## config.mk

```make
export PLATFORM = sky130hd
export DESIGN_NAME = fp_div_iter
export DESIGN_NICKNAME = d
export VERILOG_FILES = /design/src/rtl/fp_div_iter.sv
export SDC_FILE = /design/constraint.sdc
export NUM_CORES = 1
export LEC_CHECK = 0
export BUFFER_PORTS_ARGS = -buffer_cell sky130_fd_sc_hd__buf_4
export CAP_MARGIN = 20
export CELL_PAD_IN_SITES_DETAIL_PLACEMENT = 1
export CELL_PAD_IN_SITES_GLOBAL_PLACEMENT = 1
export CORE_MARGIN = 5
export CORE_UTILIZATION = 45
export DETAILED_ROUTE_END_ITERATION = 16
export PLACE_DENSITY = 0.83
export RECOVER_POWER = 50
export SLEW_MARGIN = 10
export SYNTH_ARGS = -nofsm -noshare
export SYNTH_HDL_FRONTEND = slang
export SYNTH_SLANG_ARGS = --single-unit
```

## constraint.sdc

```tcl
create_clock -name clk -period 6.8 [get_ports clk]
set_input_delay 1.02 -clock clk [delete_from_list [all_inputs] [get_ports clk]]
set_output_delay 1.02 -clock clk [all_outputs]
set_load 0.005 [all_outputs]
```

## src/rtl/fp_div_iter.sv

```systemverilog
// fp_div_iter: iterative IEEE-754 divider, z = a / b.
// Radix-2 restoring mantissa division, one quotient bit per enabled cycle, fixed latency.
module fp_div_iter #(
    parameter int sig_width = 23,
    parameter int ex_width  = 8
) (
    input  logic                        clk,
    input  logic                        resetn,
    input  logic                        enable,
    input  logic                        start,
    input  logic [sig_width+ex_width:0] a,
    input  logic [sig_width+ex_width:0] b,
    input  logic [2:0]                  round,
    output logic                        busy,
    output logic                        done,
    output logic [sig_width+ex_width:0] z,
    output logic [7:0]                  status
);
    localparam int W  = sig_width + ex_width + 1;
    localparam int MW = sig_width + 1;
    localparam int Q  = sig_width + 3;
    localparam int EW = ex_width + 2;
    localparam int CW = $clog2(Q);
    localparam logic signed [EW-1:0] BIAS   = EW'((1 << (ex_width - 1)) - 1);
    localparam logic signed [EW-1:0] EZ_MAX = EW'((1 << ex_width) - 1);
    localparam logic signed [EW-1:0] EZ_ONE = EW'(1);
    localparam logic [CW-1:0]        LAST   = CW'(Q - 1);

    typedef enum logic [1:0] {
        S_IDLE = 2'd0,
        S_DIV  = 2'd1,
        S_FIN  = 2'd2
    } state_t;

    state_t               state_q, state_d;
    logic [CW-1:0]        cnt_q, cnt_d;
    logic [W-1:0]         a_q, a_d, b_q, b_d;
    logic [2:0]           round_q, round_d;
    logic signed [EW-1:0] ez_q, ez_d;
    logic [MW:0]          rem_q, rem_d;
    logic [Q-1:0]         quo_q, quo_d;
    logic                 busy_q, busy_d, done_q, done_d;
    logic [W-1:0]         z_q, z_d;
    logic [7:0]           status_q, status_d;

    // Operand classification on the captured operands
    logic [ex_width-1:0] ea, eb;
    logic a_zero, a_inf, a_nan, b_zero, b_inf, b_nan, sz;

    always_comb begin
        ea     = a_q[W-2 -: ex_width];
        eb     = b_q[W-2 -: ex_width];
        a_zero = (ea == '0);
        b_zero = (eb == '0);
        a_inf  = (&ea) && (a_q[sig_width-1:0] == '0);
        b_inf  = (&eb) && (b_q[sig_width-1:0] == '0);
        a_nan  = (&ea) && (a_q[sig_width-1:0] != '0);
        b_nan  = (&eb) && (b_q[sig_width-1:0] != '0);
        sz     = a_q[W-1] ^ b_q[W-1];
    end

    // The first step compares the dividend itself, later steps the doubled remainder
    logic [MW:0] mb, trial;
    logic        fits;

    always_comb begin
        mb    = {1'b0, 1'b1, b_q[sig_width-1:0]};
        trial = (cnt_q == '0) ? rem_q : {rem_q[MW-1:0], 1'b0};
        fits  = (trial >= mb);
    end

    logic [MW-1:0]        mant;
    logic [MW:0]          mant_r;
    logic                 guard, sticky, inc, oflow, uflow, to_inf;
    logic signed [EW-1:0] ez_norm, ez_rnd;
    logic [sig_width-1:0] frac;
    logic [W-1:0]         z_fin;
    logic [7:0]           st_fin;

    always_comb begin
        if (quo_q[Q-1]) begin
            mant    = quo_q[Q-1 -: MW];
            guard   = quo_q[1];
            sticky  = quo_q[0] | (|rem_q);
            ez_norm = ez_q;
        end else begin
            mant    = quo_q[Q-2 -: MW];
            guard   = quo_q[0];
            sticky  = |rem_q;
            ez_norm = ez_q - EZ_ONE;
        end

        case (round_q)
            3'd1:    inc = 1'b0;
            3'd2:    inc = ~sz & (guard | sticky);
            3'd3:    inc = sz & (guard | sticky);
            3'd4:    inc = guard;
            3'd5:    inc = guard | sticky;
            default: inc = guard & (sticky | mant[0]);
        endcase

        mant_r = {1'b0, mant} + {{MW{1'b0}}, inc};
        if (mant_r[MW]) begin
            frac   = mant_r[MW-1:1];
            ez_rnd = ez_norm + EZ_ONE;
        end else begin
            frac   = mant_r[sig_width-1:0];
            ez_rnd = ez_norm;
        end

        oflow = (ez_rnd >= EZ_MAX);
        uflow = (ez_norm < EZ_ONE) || (ez_rnd < EZ_ONE);
        case (round_q)
            3'd1:    to_inf = 1'b0;
            3'd2:    to_inf = ~sz;
            3'd3:    to_inf = sz;
            default: to_inf = 1'b1;
        endcase

        z_fin  = {sz, ez_rnd[ex_width-1:0], frac};
        st_fin = {2'b00, guard | sticky, 5'b00000};
        if (a_nan | b_nan | (a_zero & b_zero) | (a_inf & b_inf)) begin
            z_fin  = {1'b0, {ex_width{1'b1}}, 1'b1, {(sig_width-1){1'b0}}};
            st_fin = 8'h04;
        end else if (a_inf) begin
            z_fin  = {sz, {ex_width{1'b1}}, {sig_width{1'b0}}};
            st_fin = 8'h02;
        end else if (b_zero) begin
            z_fin  = {sz, {ex_width{1'b1}}, {sig_width{1'b0}}};
            st_fin = 8'h82;
        end else if (b_inf | a_zero) begin
            z_fin  = {sz, {(W-1){1'b0}}};
            st_fin = 8'h01;
        end else if (oflow) begin
            if (to_inf) begin
                z_fin  = {sz, {ex_width{1'b1}}, {sig_width{1'b0}}};
                st_fin = 8'h32;
            end else begin
                z_fin  = {sz, {(ex_width-1){1'b1}}, 1'b0, {sig_width{1'b1}}};
                st_fin = 8'h30;
            end
        end else if (uflow) begin
            z_fin  = {sz, {(W-1){1'b0}}};
            st_fin = 8'h29;
        end
    end

    always_comb begin
        state_d  = state_q;
        cnt_d    = cnt_q;
        a_d      = a_q;
        b_d      = b_q;
        round_d  = round_q;
        ez_d     = ez_q;
        rem_d    = rem_q;
        quo_d    = quo_q;
        busy_d   = busy_q;
        done_d   = done_q;
        z_d      = z_q;
        status_d = status_q;
        if (enable) begin
            done_d = 1'b0;
            case (state_q)
                S_IDLE: begin
                    if (start) begin
                        state_d = S_DIV;
                        busy_d  = 1'b1;
                        a_d     = a;
                        b_d     = b;
                        round_d = round;
                        ez_d    = $signed({2'b00, a[W-2 -: ex_width]})
                                - $signed({2'b00, b[W-2 -: ex_width]}) + BIAS;
                        rem_d   = {2'b01, a[sig_width-1:0]};
                        quo_d   = '0;
                        cnt_d   = '0;
                    end
                end
                S_DIV: begin
                    rem_d = fits ? (trial - mb) : trial;
                    quo_d = {quo_q[Q-2:0], fits};
                    if (cnt_q == LAST) begin
                        state_d = S_FIN;
                        cnt_d   = '0;
                    end else begin
                        cnt_d = cnt_q + CW'(1);
                    end
                end
                S_FIN: begin
                    state_d  = S_IDLE;
                    busy_d   = 1'b0;
                    done_d   = 1'b1;
                    z_d      = z_fin;
                    status_d = st_fin;
                end
                default: begin
                    state_d = S_IDLE;
                    busy_d  = 1'b0;
                end
            endcase
        end
    end

    always_ff @(posedge clk or negedge resetn) begin
        if (!resetn) begin
            state_q  <= S_IDLE;
            cnt_q    <= '0;
            a_q      <= '0;
            b_q      <= '0;
            round_q  <= '0;
            ez_q     <= '0;
            rem_q    <= '0;
            quo_q    <= '0;
            busy_q   <= 1'b0;
            done_q   <= 1'b0;
            z_q      <= '0;
            status_q <= '0;
        end else begin
            state_q  <= state_d;
            cnt_q    <= cnt_d;
            a_q      <= a_d;
            b_q      <= b_d;
            round_q  <= round_d;
            ez_q     <= ez_d;
            rem_q    <= rem_d;
            quo_q    <= quo_d;
            busy_q   <= busy_d;
            done_q   <= done_d;
            z_q      <= z_d;
            status_q <= status_d;
        end
    end

    assign busy   = busy_q;
    assign done   = done_q;
    assign z      = z_q;
    assign status = status_q;

endmodule

```

== After elaboration in Yosys (flattened, before gate mapping) ==
Cells that the tools add are included.

* Add/sub/neg operators: 7
* $mul: 0
* Divide/modulo/power cells: 0
* $lt $le $gt $ge: 4
* Eq/ne operators: 10
* Shifts and indexed selects: 0
* Muxes and demuxes: 37
* Bitwise gates (word level): 15
* Reductions and logical operators: 22

{| class="wikitable"
|+ Operators by type and width
! kind !! count
|-
| 31-bit 2-to-1 mux || 5
|-
| 25-bit 2-to-1 mux || 3
|-
| 26-bit one-hot mux with 2 select lines || 1
|-
| 25-bit one-hot mux with 2 select lines || 1
|-
| 24-bit 2-to-1 mux || 2
|-
| 23-bit logical NOT || 2
|-
| 23-bit nonzero test || 2
|-
| 8-bit 2-to-1 mux || 5
|-
| 32-bit 2-to-1 mux || 1
|-
| 26-bit 2-to-1 mux || 1
|-
| 24-bit by 1-bit adder with 25-bit output || 1
|-
| 25-bit by 24-bit >= comparator with 1-bit output || 1
|-
| 25-bit OR reduction || 1
|-
| 25-bit by 24-bit subtractor with 25-bit output || 1
|-
| 23-bit 2-to-1 mux || 1
|-
| 10-bit by 2-bit less-than comparator with 1-bit output (second input constant) || 2
|-
| 10-bit 2-to-1 mux || 2
|-
| 8-bit logical NOT || 2
|-
| 8-bit AND reduction || 2
|-
| 3-bit AND reduction || 4
|-
| 10-bit by 2-bit adder with 10-bit output (second input constant) || 1
|-
| 9-bit by 8-bit adder with 10-bit output (second input constant) || 1
|-
| 10-bit by 9-bit >= comparator with 1-bit output (second input constant) || 1
|-
| 5-bit 2-to-1 mux || 2
|-
| other kinds (28) || 50
|}

* Register bits: 177
* Latch bits: 0
* RAM bits: 0
* ROM bits: 0
* Input port bits: 71
* Output and inout bits: 42
* Word-level logic and storage cells: 107
* Memories kept: 0

== Longest topological paths before layout ==
Gate-level depths: netlist (run 1).

* Depth after elaboration: 16
* Mapped depth: 25
* Mapped depth without buffers: 19

== Least setup slack after synthesis (run 1) ==
Ideal clock, no wire load.

* Path kind: register -> register
* Start point: register quo_q[25]
* End point: register z_q[23] (netlist: z[23])
* Setup time: 0.082 ns
* Data arrival time: 4.232 ns
* Required time: 6.718 ns
* Setup slack: 2.486 ns
* Cell stages (with the launch flop): 26
* Period minus slack after synthesis: 4.314 ns
* Cell sequence: dfrtp_1 -> buf_6 -> buf_2 -> buf_1 -> a211oi_1 -> nand4_1 -> nor3_1 -> nor2_1 -> nor2_1 -> o22ai_1 -> nand2b_1 -> a21oi_1 -> ha_1 -> ha_1 -> nand2_1 -> a2111oi_4 -> and4_1 -> buf_4 -> nand4_1 -> a211oi_1 -> a41oi_2 -> nor2_4 -> buf_6 -> buf_6 -> nand3_1 -> a31oi_1

* Cells in the longest elaborated chain, start to end: 14
* Elaborated cells between the ends (all ways): 23
* Classes of those cells: add/sub (2); order compare (3); mux (12); bitwise (5); reduce/logical (1)

{| class="wikitable"
|+ Ends and longest elaborated chain
! element !! line !! text
|-
| from (decl) || 41 || <nowiki>logic [Q-1:0] quo_q, quo_d;</nowiki>
|-
| from (signal assigned) || 225 || <nowiki>quo_q <= quo_d;</nowiki>
|-
| 1-bit 2-to-1 mux / 24-bit 2-to-1 mux (equally long branches) || 81 || <nowiki>if (quo_q[Q-1]) begin</nowiki>
|-
| 1-bit bitwise OR (on tied branches) || -- ||
|-
| 1-bit AND (on tied branches) || 99, 95, 96 ||
|-
| 1-bit one-hot mux with 5 select lines || 93 || <nowiki>case (round_q)</nowiki>
|-
| 24-bit by 1-bit adder with 25-bit output || 102 || <nowiki>mant_r = {1'b0, mant} + {{MW{1'b0}}, inc};</nowiki>
|-
| 10-bit 2-to-1 mux || 103 || <nowiki>if (mant_r[MW]) begin</nowiki>
|-
| 10-bit by 2-bit less-than comparator with 1-bit output || 112 || <nowiki>uflow = (ez_norm < EZ_ONE) || (ez_rnd < EZ_ONE);</nowiki>
|-
| 1-bit logical OR || 112 ||
|-
| 31-bit 2-to-1 mux || 142 || <nowiki>end else if (uflow) begin</nowiki>
|-
| 31-bit 2-to-1 mux * || 134 || <nowiki>end else if (oflow) begin</nowiki>
|-
| 31-bit 2-to-1 mux * || 131 || <nowiki>end else if (b_inf | a_zero) begin</nowiki>
|-
| 31-bit 2-to-1 mux * || 128 || <nowiki>end else if (b_zero) begin</nowiki>
|-
| 31-bit 2-to-1 mux * || 125 || <nowiki>end else if (a_inf) begin</nowiki>
|-
| 32-bit 2-to-1 mux * || 122 || <nowiki>if (a_nan | b_nan | (a_zero & b_zero) | (a_inf & b_inf)) begin</nowiki>
|-
| to (signal assigned) || 228 || <nowiki>z_q <= z_d;</nowiki>
|-
| to (decl) || 43 || <nowiki>logic [W-1:0] z_q, z_d;</nowiki>
|}

Every way passes the cells marked *; elsewhere a longest branch is shown, timed or not.
A chain may end at the register's enable or synchronous reset.

== Final worst setup path (run 1) ==
* Start point: register rem_q[22]
* End point: register z_q[0] (netlist: z[0])

* Cells in the longest elaborated chain, start to end: 16
* Elaborated cells between the ends (all ways): 21
* Classes of those cells: add/sub (1); order compare (2); mux (10); bitwise (6); reduce/logical (2)

{| class="wikitable"
|+ Ends and longest elaborated chain
! element !! line !! text
|-
| from (decl) || 40 || <nowiki>logic [MW:0] rem_q, rem_d;</nowiki>
|-
| from (signal assigned) || 224 || <nowiki>rem_q <= rem_d;</nowiki>
|-
| 25-bit OR reduction * || 84, 89 ||
|-
| 1-bit bitwise OR || 84 || <nowiki>sticky = quo_q[0] | (|rem_q);</nowiki>
|-
| 1-bit 2-to-1 mux * || 81 ||
|-
| 1-bit bitwise OR (on tied branches) || -- ||
|-
| 1-bit AND (on tied branches) || 99, 95, 96 ||
|-
| 1-bit one-hot mux with 5 select lines * || 93 ||
|-
| 24-bit by 1-bit adder with 25-bit output * || 102 ||
|-
| 10-bit 2-to-1 mux || 103 ||
|-
| 10-bit by 2-bit less-than comparator with 1-bit output || 112 ||
|-
| 1-bit logical OR || 112 ||
|-
| 31-bit 2-to-1 mux || 142 ||
|-
| 31-bit 2-to-1 mux * || 134 ||
|-
| 31-bit 2-to-1 mux * || 131 ||
|-
| 31-bit 2-to-1 mux * || 128 ||
|-
| 31-bit 2-to-1 mux * || 125 ||
|-
| 32-bit 2-to-1 mux * || 122 ||
|}

Marks and branches as above.

==> summary.md, run 1 <==
| Metric | Value |
|---|---|
| Top_reg_cell synth | `dfrtp_1` |
| Final setup violation count | `0` |
| CP max-delay cell | `a21bo_1` |
| Synthesis-stage register bit count | `176` |
| Clk Latency, worst-skew pair | `0.45 ns` |
| Row count | `58` |
| Standby leakage power | `6.03 nW` |
| Pins Over Slew Limit | `206` |
| CTS tree | `yes` |
| Violated checks | `max-capacitance violations, max-slew violations` |
| Power Density | `503 nW/um2` |
| Routability Congestion | `0.882` |
| Starting Density | `0.457` |
| Worst setup SP type | `flip-flop` |
| Final ANT Viol Nets | `0` |
| Outcome | `complete, but fails checks` |
| CTS Buf Count | `17` |
| HP Class | `flip-flop to flip-flop` |
| H-Tree Depth | `4` |
| Tmin final | `5.14 ns` |
| RSZ-0062 raised after global routing | `no` |
| Setup TNS | `0 ns` |
| Power share of the sequential group | `0.282` |
| Setup Fix Bufs, Post-CTS | `0` |
| Synth warn | `0` |
| First-pass GRT wire length | `58100 um` |
| Worst clock skew | `0.0144 ns` |
| Number of global-route vias before repair | `11100` |
| Post-synthesis mux area share | `0.0331` |
| Detailed Routing Iterations Pass 1 | `5` |
| Drt total wl | `35500 um` |
| Crit end category | `flip-flop` |
| Die width | `170 um` |
| Synth cell types | `78` |
| Core Box Area | `25100 um2` |
| N_diodes | `0` |
| CP max stage delay | `0.61 ns` |
| Reg clk slew, reported paths | `0.07 ns` |
| TritonCTS sink count | `176` |
| Rel. slew slack | `-1.24` |
| Remaining global-route overflow | `0` |
| Critical path type | `flip-flop to flip-flop` |
| DIE AREA | `28800 um2` |
| Data arrival, critical path | `5.44 ns` |
| Worst vdd ir | `279 uV` |
| Final core utilization | `0.518` |
| Max-cap violations | `4` |
| Synth Area in Compound Gates | `0.165` |
| Via-per-instance ratio | `5.82` |
| Actual slew at the worst max-slew pin | `3.36 ns` |
| Post-synthesis sequential area ratio | `0.384` |
| Post-Syn Area | `11500 um2` |
| Adder-cell share of the synthesized area | `0.0471` |
| Die H | `170 um` |
| DRC violation count after routing | `0` |
| P&R area growth vs syn | `13.5%` |
| Largest net degree at the start of global routing | `97` |
| Initial DRC Count | `607` |
| Part of the power in the clock network | `0.161` |
| Worst-path cell chain | `nor4_1 -> nand3_1 -> nor3_1 -> nor2_1 -> nor2_1 -> o22ai_1 -> nand2b_1 -> a21oi_1 -> ha_1 -> ha_1 -> nand2_1 -> a2111oi_4 -> nand4_2 -> nor3_1 -> xnor2_1 -> a41oi_2 -> nor2_4 -> buf_4 -> a21bo_1 -> o21ai_0` |
| Port bufs | `111` |
| CP required | `7.10 ns` |
| Simple-gate share of the synthesized area | `0.258` |
| # IOs | `113` |
| DP Wirelength | `26000 um` |
| Clk Tree Root Cell | `clkbuf_16` |
| Routed via count | `10600` |
| Wire length per cell | `19.5 um` |
| XOR/XNOR share of the synthesized area | `0.0604` |
| CP bufs+invs | `1` |
| Sw Share | `0.470` |
| Synthesized area per cell | `8.05 um2` |
| Nets | `1597` |
| CTS Buffer Depth | `2` |
| Ys async rst share | `1.00` |
| Final period util | `0.756` |
| GRT Resource Usage Total | `0.248` |
| Kind of cell adding the most delay to the critical path | `compound AO/OA/AOI/OAI gates` |
| Post-CTS Hold Buffers | `0` |
| Layout fillers | `3090` |
| Initial antenna violation count | `0` |
| Comb power frac | `0.556` |
| Largest family of logic cells by synthesized area | `simple AND/OR/NAND/NOR gates` |
| Int Pwr | `3.47 mW` |
| Share of cells above drive strength 1 | `0.122` |
| Post-synth EDFFs | `0` |
| FMAX | `195 MHz` |
| Hold Fails Final Rpt | `0` |
| Cts repair resizes | `0` |
| Switching power | `3.07 mW` |
| Cells after synthesis | `1424` |
| Crit-path max FO | `31` |
| Synthesized Nets | `1537` |
-- synthesized netlist by cell type (all sizes together) (4+ instances only) --
| cell type | number | area, um2 |
|---|---|---|
| a211oi | 5 | 37.5 |
| mux2i | 30 | 300 |
| and2 | 11 | 68.8 |
| nand4 | 18 | 119 |
| o31ai | 4 | 35.0 |
| a41oi | 4 | 42.6 |
| o21ai | 124 | 624 |
| a21o | 10 | 75.1 |
| nor3 | 27 | 140 |
| or3 | 21 | 131 |
| a31oi | 23 | 144 |
| nor4 | 27 | 194 |
| nand2b | 7 | 51.3 |
| nand2 | 363 | 1360 |
| ha | 40 | 500 |
| mux2 | 7 | 78.8 |
| xor2 | 31 | 272 |
| xnor2 | 48 | 420 |
| o21a | 4 | 30.0 |
| o21bai | 4 | 30.0 |
| a21boi | 9 | 67.6 |
| o22ai | 11 | 68.8 |
| a22o | 6 | 52.6 |
| or2 | 4 | 25.0 |
| and3 | 18 | 113 |
| a32oi | 4 | 35.0 |
| inv | 56 | 210 |
| o211ai | 5 | 37.5 |
| nor2b | 9 | 56.3 |
| dfrtp | 176 | 4400 |
| nand3 | 57 | 285 |
| nor2 | 59 | 229 |
| buf | 26 | 168 |
| a2111oi | 5 | 75.1 |
| clkbuf | 59 | 223 |
| a21oi | 70 | 358 |
| nand4b | 4 | 35.0 |
-- sequential cells by signal, summed over array words and instances, names as in the netlist --
signal / cells
status: 7
round_q: 3
quo_q: 26
rem_q: 25
busy: 1
z: 32
cnt_q: 5
b_q: 32
state_q: 2
done: 1
ez_q: 10
a_q: 32
-- final cells by class --
| class | count | area, um2 | area share |
|---|---|---|---|
| Multi-Input combinational cell | 1107 | 6480 | 0.498 |
| Sequential cell | 176 | 4410 | 0.339 |
| Timing Repair Buffer | 126 | 895 | 0.0688 |
| Clock buffer | 19 | 443 | 0.0341 |
| Tap cell | 330 | 413 | 0.0317 |
| Inverter | 56 | 210 | 0.0162 |
| Clock inverter | 11 | 165 | 0.0127 |
-- through the flow --
step                setup slack, ns  instances  area [um2]  hold slack (ns)  total power [mW]
floorplan                      2.49       1424       11500            0.439              4.45
global placement               2.08       1795       12500            0.453              5.28
detailed placement             1.76       1795       12500            0.469              5.43
CTS                            1.77       1825       13100            0.485              6.54
global route                  0.868       1825       13000            0.496              7.04
finish                         1.66       1825       13000            0.477              6.54
-- logic make-up (layout without fill, tap and decap cells) --
logic type | after synthesis | after routing
muxes | 37 | 37
AOI/OAI and AO/OA | 307 | 307
buffers and inverters | 141 | 212
adders and majority gates | 42 | 42
and+or+nand+nor | 641 | 641
other | 1 | 1
DFF | 176 | 176
xor gates and xnor gates | 79 | 79
-- placed cells by master (no fill, tap or decap), drive strengths merged, types with 5 or more instances in the layout --
master   count
a2111oi      5
a211oi       5
a21boi       9
a21o        10
a21oi       70
a22o         6
a31oi       23
and2        11
and3        18
buf         80
clkbuf      65
clkinv       6
dfrtp      176
ha          40
inv         56
mux2         7
mux2i       30
nand2      363
nand2b       7
nand3       57
nand4       18
nor2        59
nor2b        9
nor3        27
nor4        27
o211ai       5
o21ai      124
o22ai       11
or3         21
xnor2       48
xor2        31
-- path summary, 6_finish.rpt --
check                                from  endpoint  slack (ns)  cells past startpoint
worst min register to register    a_q[11]   a_q[11]        0.48                      2
worst max-delay path            rem_q[22]      z[0]        1.66                     20
min in group asynchronous          resetn      busy        1.72                      1
max in group asynchronous          resetn   a_q[13]        1.79                      2
worst min-delay path              a_q[11]   a_q[11]        0.48                      2
worst max register to register  rem_q[22]      z[0]        1.66                     20
-- metal layers --
layer / track usage / wire, um / part of all wire
met3: 0.0429 / 1610 / 0.045
met4: 0.0833 / 1060 / 0.030
met5: 0 / 0 / 0
met1: 0.323 / 15600 / 0.44
met2: 0.419 / 17300 / 0.49
-- worst reg2reg max path, stage by stage (launching register included) --
cell,delay (ns)
dfrtp_1,0.46
nor4_1,0.10
nand3_1,0.14
nor3_1,0.09
nor2_1,0.09
nor2_1,0.05
o22ai_1,0.15
nand2b_1,0.08
a21oi_1,0.14
ha_1,0.21
ha_1,0.20
nand2_1,0.10
a2111oi_4,0.50
nand4_2,0.51
nor3_1,0.40
xnor2_1,0.24
a41oi_2,0.27
nor2_4,0.15
buf_4,0.31
a21bo_1,0.62
o21ai_0,0.19
-- power by group through the flow --
stage	Clock (mW)	Combinational (mW)	Sequential (mW)
after floorplan	0	2.79	1.65
after global placement	0	3.46	1.83
after detailed placement	0	3.57	1.86
after CTS	1.07	3.63	1.84
after global routing	1.11	4.03	1.90
final	1.05	3.64	1.85
Note: power is estimated with default switching activity, not from simulation.
==> inputs of run 2 (changes only) <==
Settings changed: CORE_UTILIZATION 45 to 41, PLACE_DENSITY 0.83 to 0.8.
Clock period 6.8 ns to 4.2 ns, I/O delays scaled along.
==> run 2 against run 1 <==
The flow still finishes with violations (max-capacitance violations, max-slew violations). Utilization decreased by 3.2 points. Combinational power increased by 77%. Power rose by 68%. Non-clock buffer count rose by 32. Clock skew is 0.0020 ns higher. Critical path depth decreased by 4. Worst setup slack got worse by 1.5 ns. Global-route usage decreased by 1.7 points. Critical path type unchanged. Critical endpoint is now rem_q[0].
==> summary.md, run 2 (synthesis results as in run 1) <==
| Metric | Value |
|---|---|
| Violated checks | `max-capacitance violations, max-slew violations` |
| Initial antenna violation count | `0` |
| Largest net degree at the start of global routing | `96` |
| Wire length per cell | `19.3 um` |
| Highest-count cells in the layout ignoring fill and taps | `nand2_1, dfrtp_1, buf_4, o21ai_0, a21oi_1` |
| Power Density | `815 nW/um2` |
| Final period util | `0.962` |
| Crit-path max FO | `8` |
| Worst hold start | `round[1]` |
| DRC violation count after routing | `0` |
| Row count | `61` |
| Flop-to-flop setup slack | `0.16 ns` |
| Clk Tree Root Cell | `clkbuf_16` |
| FMAX | `248 MHz` |
| First-pass GRT wire length | `58700 um` |
| Die width | `177 um` |
| Worst-path cell chain | `inv_1 -> ha_2 -> or4b_4 -> nand2_1 -> nand2_1 -> ha_2 -> a21oi_1 -> and2_1 -> o21ai_0 -> a31oi_1 -> a21boi_2 -> o32ai_1 -> o211ai_1 -> buf_4 -> mux2_2 -> a211oi_1` |
| Dpl cells | `1867` |
| Routed via count | `10800` |
| Initial DRC Count | `730` |
| Hold Fails Final Rpt | `0` |
| Crit end category | `flip-flop` |
| Share of cells above drive strength 1 | `0.159` |
| Int Pwr | `5.71 mW` |
| Final setup violation count | `0` |
| Drt total wl | `36800 um` |
| Max-cap violations | `1` |
| Setup TNS | `0 ns` |
| Total power | `11.0 mW` |
| Starting Density | `0.414` |
| CTS Buffer Depth | `2` |
| Port bufs | `111` |
| Worst vdd ir | `461 uV` |
| Comb power frac | `0.585` |
| CP max-delay cell | `or4b_4` |
| DP Wirelength | `26900 um` |
| Kind of cell adding the most delay to the critical path | `compound AO/OA/AOI/OAI gates` |
| Nets | `1630` |
| RSZ-0062 raised after global routing | `yes` |
| Detailed Routing Iterations Pass 1 | `5` |
| Core Box Area | `27700 um2` |
| Worst clock skew | `0.0164 ns` |
| Remaining global-route overflow | `0` |
| R2R Path Start | `cnt_q[0]` |
| Setup ws final | `0.161 ns` |
| Via-per-instance ratio | `5.65` |
| Post-route insts no fill | `1908` |
| Worst hold endpoint | `round_q[1]` |
| CTS Buf Count | `17` |
| Number of global-route vias before repair | `11300` |
| CP bufs+invs | `2` |
| Power share of the sequential group | `0.272` |
| Sw Share | `0.480` |
| HP Class | `input port to flip-flop` |
| Pins Over Slew Limit | `95` |
| Reg clk slew, reported paths | `0.07 ns` |
| Tmin final | `4.04 ns` |
| Reg2reg path depth | `16` |
| GRT Resource Usage Total | `0.231` |
| Standby leakage power | `6.26 nW` |
| Outcome | `complete, but fails checks` |
| FF-to-FF End | `rem_q[0]` |
| Most common cell after layout, fill and taps aside | `nand2_1` |
| CTS tree | `yes` |
| Critical path type | `flip-flop to flip-flop` |
| Switching power | `5.26 mW` |
| Die H | `177 um` |
| P&R area growth vs syn | `17.5%` |
| Actual slew at the worst max-slew pin | `2.46 ns` |
| Clk Latency, worst-skew pair | `0.44 ns` |
| H-Tree Depth | `4` |
| # IOs | `113` |
| Place WS | `-0.103 ns` |
| TritonCTS sink count | `176` |
| Part of the power in the clock network | `0.143` |
| CP max stage delay | `0.57 ns` |
| CP required | `4.53 ns` |
| Worst setup SP type | `flip-flop` |
| N_diodes | `0` |
| Data arrival, critical path | `4.37 ns` |
| Rel. slew slack | `-0.637` |
| Post-CTS Hold Buffers | `0` |
| Hold Path Depth | `3` |
| DIE AREA | `31400 um2` |
| Final ANT Viol Nets | `0` |
| Routability Congestion | `0.864` |
## run 2: cell types whose count changed in the layout (fill, tap and decap cells not counted), sizes merged
cell    delta
buf       +59
clkbuf    -29
inv        +8
bufinv     -4
or4b       +1
## run 2: power groups by stage
| stage | Clock, mW | Combinational (mW) | Sequential [mW] |
|---|---|---|---|
| 2_1_floorplan | 0 | 4.52 | 2.68 |
| 3_3_place_gp | 0 | 5.89 | 2.95 |
| 3_5_place_dp | 0 | 6.09 | 2.98 |
| 4_1_cts | 1.59 | 6.17 | 2.95 |
| 5_1_grt | 1.67 | 7.05 | 3.07 |
| 6_report | 1.57 | 6.43 | 2.98 |
## run 2: final cells by class
class,count,area [um2]
Fill cell,3398,14200
Multi-Input combinational cell,1108,6580
Sequential cell,176,4410
Timing Repair Buffer,158,1220
Tap cell,378,473
Clock buffer,17,425
Inverter,56,210
Clock inverter,15,145
## run 2: worst reg2reg max path: stages, from the launching register on
cell      delay, ns
dfrtp_1        0.41
inv_1          0.12
ha_2           0.24
or4b_4         0.57
nand2_1        0.11
nand2_1        0.12
ha_2           0.34
a21oi_1        0.15
and2_1         0.18
o21ai_0        0.13
a31oi_1        0.30
a21boi_2       0.11
o32ai_1        0.28
o211ai_1       0.16
buf_4          0.20
mux2_2         0.28
a211oi_1       0.26
## run 2: layer usage
metal	vias to the layer above	wire (um)	track usage	part of all wire
li1	5117	-	-	-
met1	5400	16400	0.306	0.44
met5	-	0	0	0
met2	216	18300	0.400	0.50
met4	0	762	0.0648	0.021
met3	47	1350	0.0293	0.037
## run 2: stage by stage
stage	hold WS (ns)	cell area (um2)	utilization
2_1_floorplan	0.334	11500	-
3_3_place_gp	0.451	12700	0.460
3_5_place_dp	0.467	12700	0.460
4_1_cts	0.329	13300	0.481
5_1_grt	0.390	13500	0.486
6_report	0.388	13500	0.486
## run 2: worst max-delay path by stage
stage          cells past startpoint        end       from
3_5_place_dp                      16  rem_q[21]   cnt_q[0]
5_1_grt                           15  rem_q[12]   cnt_q[0]
3_3_place_gp                      16  rem_q[19]   cnt_q[0]
4_1_cts                           21      z[13]   rem_q[1]
2_1_floorplan                     21      z[23]  quo_q[25]
6_report                          16   rem_q[0]   cnt_q[0]
## run 2: repair_timing
| item | 4_1_cts | 5_1_grt |
|---|---|---|
| cloned | 0 | 3 |
| hold endpoints to repair | 0 | 0 |
| buffers inserted | 1 | 5 |
| resized for setup | 2 | 25 |
| endpoints found under the setup margin | 49 | 61 |
| pin swaps | 1 | 8 |
